File: src/rtl/riscv_pkg.sv
// riscv_pkg -- shared definitions for the immediate encoder.
//   imm_fmt_e    : immediate format select codes (I/S/B/J/U), same codes
//                  as the immediate-extension select used elsewhere.
//   enc_state_e  : encoder control states.
//   encode_instr : places an immediate and register fields into a
//                  32-bit instruction word for a given format.
package riscv_pkg;

    typedef enum logic [2:0] {
        FMT_I = 3'b000,
        FMT_S = 3'b001,
        FMT_B = 3'b010,
        FMT_J = 3'b011,
        FMT_U = 3'b100
    } imm_fmt_e;

    typedef enum logic {
        ST_IDLE = 1'b0,
        ST_HOLD = 1'b1
    } enc_state_e;

    // Fields a format does not use are simply not referenced for it.
    // Codes 101-111 never reach here with a meaningful result because
    // the range check rejects them; they map to zero.
    function automatic logic [31:0] encode_instr(
        input logic [2:0]  fmt,
        input logic [31:0] imm,
        input logic [6:0]  opcode,
        input logic [4:0]  rd,
        input logic [4:0]  rs1,
        input logic [4:0]  rs2,
        input logic [2:0]  funct3
    );
        logic [31:0] word;
        word = '0;
        case (fmt)
            FMT_I:   word = {imm[11:0], rs1, funct3, rd, opcode};
            FMT_S:   word = {imm[11:5], rs2, rs1, funct3, imm[4:0], opcode};
            FMT_B:   word = {imm[12], imm[10:5], rs2, rs1, funct3,
                             imm[4:1], imm[11], opcode};
            FMT_J:   word = {imm[20], imm[10:1], imm[11], imm[19:12], rd, opcode};
            FMT_U:   word = {imm[31:12], rd, opcode};
            default: word = '0;
        endcase
        return word;
    endfunction

endpackage

File: src/rtl/imm_range_check.sv
// imm_range_check -- combinational check that a sign-extended immediate
// can be represented exactly by the chosen instruction format.
//   fmt_i : format select (000 I, 001 S, 010 B, 011 J, 100 U, others illegal)
//   imm_i : sign-extended immediate
//   ok_o  : 1 when encoding imm_i in fmt_i loses no information
module imm_range_check
    import riscv_pkg::*;
(
    input  logic [2:0]  fmt_i,
    input  logic [31:0] imm_i,
    output logic        ok_o
);

    // "All equal" over the upper bits means the value is a pure sign
    // extension of the bits the format actually stores.
    logic fits_12;
    logic fits_13;
    logic fits_21;
    logic low_clear;

    assign fits_12   = (&imm_i[31:11]) | ~(|imm_i[31:11]);
    assign fits_13   = (&imm_i[31:12]) | ~(|imm_i[31:12]);
    assign fits_21   = (&imm_i[31:20]) | ~(|imm_i[31:20]);
    assign low_clear = ~(|imm_i[11:0]);

    always_comb begin
        ok_o = 1'b0;
        case (fmt_i)
            FMT_I, FMT_S: ok_o = fits_12;
            // Branch and jump offsets are halfword aligned; bit 0 is not stored.
            FMT_B:        ok_o = fits_13 & ~imm_i[0];
            FMT_J:        ok_o = fits_21 & ~imm_i[0];
            FMT_U:        ok_o = low_clear;
            default:      ok_o = 1'b0;
        endcase
    end

endmodule

File: src/rtl/immediate_encoder.sv
// immediate_encoder -- accepts an encode request (format, immediate,
// register fields), rejects immediates the format cannot hold, and
// presents accepted instruction words with a running word address.
//   clk, rst_n              : clock (rising edge), async active-low reset
//   in_valid/in_ready       : request handshake
//   in_fmt, in_imm, in_*    : request contents
//   out_valid/out_ready     : encoded word handshake
//   out_instr, out_addr     : encoded word and its address
//   addr_load, addr_value   : reload of the address counter (IDLE only)
//   err, err_count          : reject pulse and saturating reject count
module immediate_encoder
    import riscv_pkg::*;
#(
    parameter logic [31:0] RESET_ADDR = 32'h0000_0000,
    parameter int          ERR_CNT_W  = 8
) (
    input  logic                 clk,
    input  logic                 rst_n,
    input  logic                 in_valid,
    output logic                 in_ready,
    input  logic [2:0]           in_fmt,
    input  logic [31:0]          in_imm,
    input  logic [6:0]           in_opcode,
    input  logic [4:0]           in_rd,
    input  logic [4:0]           in_rs1,
    input  logic [4:0]           in_rs2,
    input  logic [2:0]           in_funct3,
    output logic                 out_valid,
    input  logic                 out_ready,
    output logic [31:0]          out_instr,
    output logic [31:0]          out_addr,
    input  logic                 addr_load,
    input  logic [31:0]          addr_value,
    output logic                 err,
    output logic [ERR_CNT_W-1:0] err_count
);

    enc_state_e            state_q, state_d;
    logic                  rdy_q;
    logic [31:0]           instr_q, instr_d;
    logic [31:0]           addr_q, addr_d;
    logic                  err_q, err_d;
    logic [ERR_CNT_W-1:0]  cnt_q, cnt_d;
    logic                  imm_ok;
    logic                  take_req;

    imm_range_check u_range (
        .fmt_i (in_fmt),
        .imm_i (in_imm),
        .ok_o  (imm_ok)
    );

    // rdy_q keeps in_ready low throughout reset even though the state
    // register already sits in IDLE; it rises on the first edge after release.
    assign in_ready  = rdy_q && (state_q == ST_IDLE);
    assign take_req  = in_ready && in_valid;
    assign out_valid = (state_q == ST_HOLD);
    assign out_instr = instr_q;
    assign out_addr  = addr_q;
    assign err       = err_q;
    assign err_count = cnt_q;

    always_comb begin
        state_d = state_q;
        instr_d = instr_q;
        addr_d  = addr_q;
        err_d   = 1'b0;
        cnt_d   = cnt_q;
        case (state_q)
            ST_IDLE: begin
                // A load coinciding with an accepted request becomes that
                // request's address, since the word is issued from addr_q.
                if (addr_load) begin
                    addr_d = addr_value;
                end
                if (take_req) begin
                    if (imm_ok) begin
                        state_d = ST_HOLD;
                        instr_d = encode_instr(in_fmt, in_imm, in_opcode, in_rd,
                                               in_rs1, in_rs2, in_funct3);
                    end else begin
                        err_d = 1'b1;
                        if (cnt_q != {ERR_CNT_W{1'b1}}) begin
                            cnt_d = cnt_q + ERR_CNT_W'(1);
                        end
                    end
                end
            end
            ST_HOLD: begin
                if (out_ready) begin
                    state_d = ST_IDLE;
                    addr_d  = addr_q + 32'd4;
                end
            end
            default: state_d = ST_IDLE;
        endcase
    end

    always_ff @(posedge clk or negedge rst_n) begin
        if (!rst_n) begin
            state_q <= ST_IDLE;
            rdy_q   <= 1'b0;
            instr_q <= '0;
            addr_q  <= RESET_ADDR;
            err_q   <= 1'b0;
            cnt_q   <= '0;
        end else begin
            state_q <= state_d;
            rdy_q   <= 1'b1;
            instr_q <= instr_d;
            addr_q  <= addr_d;
            err_q   <= err_d;
            cnt_q   <= cnt_d;
        end
    end

endmodule

File: config.mk
export PLATFORM = sky130hd
export DESIGN_NAME = immediate_encoder
export DESIGN_NICKNAME = d
export VERILOG_FILES = /design/src/rtl/riscv_pkg.sv /design/src/rtl/imm_range_check.sv /design/src/rtl/immediate_encoder.sv
export SDC_FILE = /design/constraint.sdc
export NUM_CORES = 1
export LEC_CHECK = 0
export ABC_CLOCK_PERIOD_IN_PS = 1850
export BUFFER_PORTS_ARGS = -buffer_cell sky130_fd_sc_hd__buf_2
export CORE_ASPECT_RATIO = 0.9
export CORE_MARGIN = 5
export CORE_UTILIZATION = 40
export CTS_CLUSTER_DIAMETER = 120
export DETAILED_ROUTE_END_ITERATION = 7
export PLACE_DENSITY_LB_ADDON = 0.15
export RECOVER_POWER = 50
export SYNTH_ARGS = -nofsm -noshare
export SYNTH_HDL_FRONTEND = slang
export SYNTH_HIERARCHICAL = 1
export SYNTH_SLANG_ARGS = --single-unit
File: constraint.sdc
create_clock -name clk -period 1.85 [get_ports clk]
set_clock_uncertainty 0.15 [all_clocks]
set_input_delay 0.185 -clock clk [delete_from_list [all_inputs] [get_ports clk]]
set_output_delay 0.185 -clock clk [all_outputs]
set_load 0.02 [all_outputs]
==> impl_results.rst <==
.. list-table::
   :header-rows: 1

   * - Metric
     - Value
   * - Result of the run
     - complete, but fails checks
   * - Violated checks
     - setup timing
   * - Total global routing track utilization
     - 21.33%
   * - Worst min-delay path category
     - in -> reg
   * - Sequential fraction of the synthesis area
     - 42.02%
   * - Number of clock sinks seen by CTS
     - 75
   * - Cell type of the slowest stage on the worst timing path
     - and4bb_2
   * - Count of unique library cells instantiated by Yosys
     - 50
   * - Full die area
     - 13380 um2
   * - Kind of cell with the highest combined delay on the critical path
     - compound AO/OA/AOI/OAI gates
   * - Core region area
     - 10900 um2
   * - Unrepaired setup endpoints after global routing
     - yes
   * - Area of the multi-input gates
     - 2605 um2
   * - Synthesized instance count
     - 501
   * - Syn-to-layout area delta
     - 55.41%
   * - Floorplan die height
     - 110.3 um
   * - Filler cell count
     - 1024
   * - Rows
     - 36
   * - Maximum root-to-sink buffer count
     - 2
   * - Synthesized Nets
     - 600
   * - Wire length of the first global-routing pass
     - 22670 um
   * - Count of nets after finishing
     - 874
   * - CP most frequent cell
     - a21oi_2
   * - Critical path's largest stage delay
     - 0.34 ns
   * - Die extent in x
     - 121.4 um
   * - Worst hold-check slack
     - 0.006516 ns
   * - Smallest setup slack after layout
     - -0.07163 ns
   * - Power per Cell Area
     - 853.7 nW/um2
   * - Area of the mapped netlist
     - 4467 um2
   * - Startpoint of the worst hold path
     - addr_value[18]
   * - DRT antenna net count
     - 0
   * - Clock transition at the register clock pins on the worst setup and hold paths after CTS
     - 0.06 ns
   * - Total placed instance area
     - 6018 um2
   * - Post-layout utilization of the core
     - 63.68%
   * - WS Path Type
     - in -> reg
   * - Setup violators final
     - 14
   * - Slew headroom
     - 60.67%
   * - Inserted Diodes
     - 0
   * - Pin count of the biggest net entering global routing
     - 39
   * - Worst-path cell chain
     - buf_2, and3b_1, a21oi_2, o22ai_2, a221oi_2, a21oi_2, and4bb_2, o21a_4, nand4_1, buf_4, xnor2_1
   * - Vias in the first global route
     - 4572
   * - Most frequent cells in the layout
     - 144 x buf_2, 82 x buf_4, 73 x dfrtp_1
   * - Predominant post-synthesis flop cell
     - dfrtp_1
   * - Post-layout minimum cycle time
     - 1.922 ns
   * - Max cap viols
     - 0
   * - Number of antenna violations at the first check in global routing
     - 0
   * - # IOs
     - 172
   * - Final clock period utilization by the worst path
     - 103.9%
   * - Detail-routed via count per cell
     - 5.216
   * - Number of detailed-routing iterations run before antenna repair
     - 4
   * - Required time at the worst-slack endpoint
     - 1.90 ns
   * - EDFF count, synth
     - 0
   * - FF/Latch Area
     - 1879 um2
   * - Startpoint class of the critical path
     - primary input
   * - Count of yosys warnings during synthesis
     - 6
   * - Placer congestion estimate
     - 0.8971
   * - Launching element of the worst setup path
     - in_fmt[1]
   * - Slew @ Worst Pin
     - 0.5899 ns
   * - Placement-stage worst setup slack
     - -0.4826 ns
   * - Half-perimeter wire length of the detailed placement result
     - 10940 um
   * - Cts bufs inserted
     - 9
   * - Leading cell type in the layout, fill and taps excluded
     - buf_2
   * - WP buf/inv
     - 2
   * - Initial cell density of the core
     - 40.98%
   * - Leak
     - 0.003230 uW
   * - Average cell area after synthesis
     - 8.916 um2
   * - Proportion of register bits with asynchronous set or reset after synthesis
     - 100.0%
   * - Worst path arrival time
     - 1.98 ns
   * - FMAX
     - 520.4 MHz
   * - Number of synthesized register bits
     - 75
   * - TNS Setup
     - -0.4439 ns
   * - Library cell used as clock root buffer
     - clkbuf_16
   * - Total wire length after detailed routing
     - 14860 um
   * - Count of port buffers added during placement
     - 171
   * - Number of failing hold endpoints at the final stage
     - 0
   * - Count of vias placed by the detailed router
     - 4861
   * - Number of DRC markers in iteration 0
     - 193
   * - GRT Residual Overflow
     - 0
   * - Post-route DRC violation count
     - 0
   * - Proportion of layout cells with a drive suffix above 1
     - 37.31%
   * - Final design instance area without fill
     - 6942 um2
   * - Biggest fanout along the worst timing path
     - 4
   * - Reg2reg start
     - out_addr[2]
   * - TritonCTS clock tree
     - done
   * - Insertion delay to the later sink of the worst-skew pair
     - 0.33 ns
   * - Max H-tree Level
     - 3
   * - Peak supply drop
     - 950.5 uV
   * - Leading cell types by total area after synthesis
     - dfrtp_1 42%, a21oi_1 5.7%, nor2b_1 5.0%
   * - Nature of the critical path endpoint
     - flop
   * - Yosys top cell by area
     - dfrtp_1
   * - Detailed-route wire length per cell
     - 15.94 um
   * - Final Max Slew Viols
     - 0
   * - Fraction of post-synthesis cell area in the top cell type by area
     - 42.02%
-- per-stage QoR --
stage	std cells	total power, uW
detailed placement	872	4016
finish	932	5926
global route	932	6251
global placement	872	3982
floorplan	501	3161
CTS	921	5921
-- what timing repair did --
| action | in CTS | in global routing |
|---|---|---|
| resized for setup | 17 | 24 |
| endpoints found under the hold margin | 104 | 0 |
| buffers inserted | 2 | 7 |
| gates cloned | 1 | 4 |
| hold buffers | 30 | 0 |
| pin swaps | 11 | 13 |
| setup endpoints to repair | 40 | 50 |
-- final cells by class --
class | count | share of cell area (%)
multi-input combinational | 393 | 37.53
tap | 152 | 2.740
sequential | 75 | 27.07
inverter | 5 | 0.2704
timing repair buffer | 291 | 27.87
clock inverter | 4 | 0.6849
clock buffer | 12 | 3.839
-- tightest hold or removal path, delay by kind of cell --
kind                   cells  cell delay [ns]
AOI/OAI and AO/OA          2             0.17
buffers and inverters      1             0.08
-- per-layer routing --
layer | vias to the layer above | global-route usage (%) | routed length (um)
li1 | 2399 | - | -
met1 | 2330 | 30.08 | 7058
met2 | 121 | 33.61 | 6971
met3 | 11 | 4.592 | 708
met4 | 0 | 5.360 | 120
met5 | - | 0 | 0
-- cell families after synthesis --
logic type / share of synthesized area (%)
AOI/OAI and AO/OA: 20.06
xor gates and xnor gates: 4.706
adders and majority gates: 0.5601
buffers and inverters: 3.417
DFF: 42.02
muxes: 4.986
other: 0.08395
and+or+nand+nor: 24.17
-- Yosys cell counts (all sizes together) (2+ instances only) --
cell and count:
a211oi 16, a21oi 53, a22o 9, a22oi 5, a31oi 3, and2 4
and3 6, and4 3, buf 16, clkbuf 14, dfrtp 75, ha 2
inv 5, mux2 2, mux2i 20, nand2 55, nand2b 2, nand3 24
nand3b 4, nand4 25, nor2 19, nor2b 36, nor3 4, nor4 11
o211ai 2, o21ai 36, o22a 8, o22ai 3, o311ai 2, or3 4
xnor2 10, xor2 14
-- sequential cells by signal, indices dropped and copies added (netlist names) --
register / cells
err_count: 8
out_instr: 32
out_addr: 32
err: 1
out_valid: 1
rdy_q: 1
-- power breakdown --
group	internal [uW]	switching, uW	total (uW)
clock network	1150	653	1800
registers	1930	243	2170
logic	838	1110	1950
-- worst paths after layout --
kind | end | slack, ns | cells past startpoint
worst max-delay path | err_count[3] | -0.07 | 11
worst min-delay path | out_addr[18] | 0.007 | 3
worst max register to register | out_addr[22] | 0.10 | 7
worst min register to register | out_addr[0] | 0.33 | 2
max in group asynchronous | out_instr[0] | 0.32 | 3
min in group asynchronous | err_count[5] | 0.26 | 2
(Power assumes the default switching activity.)
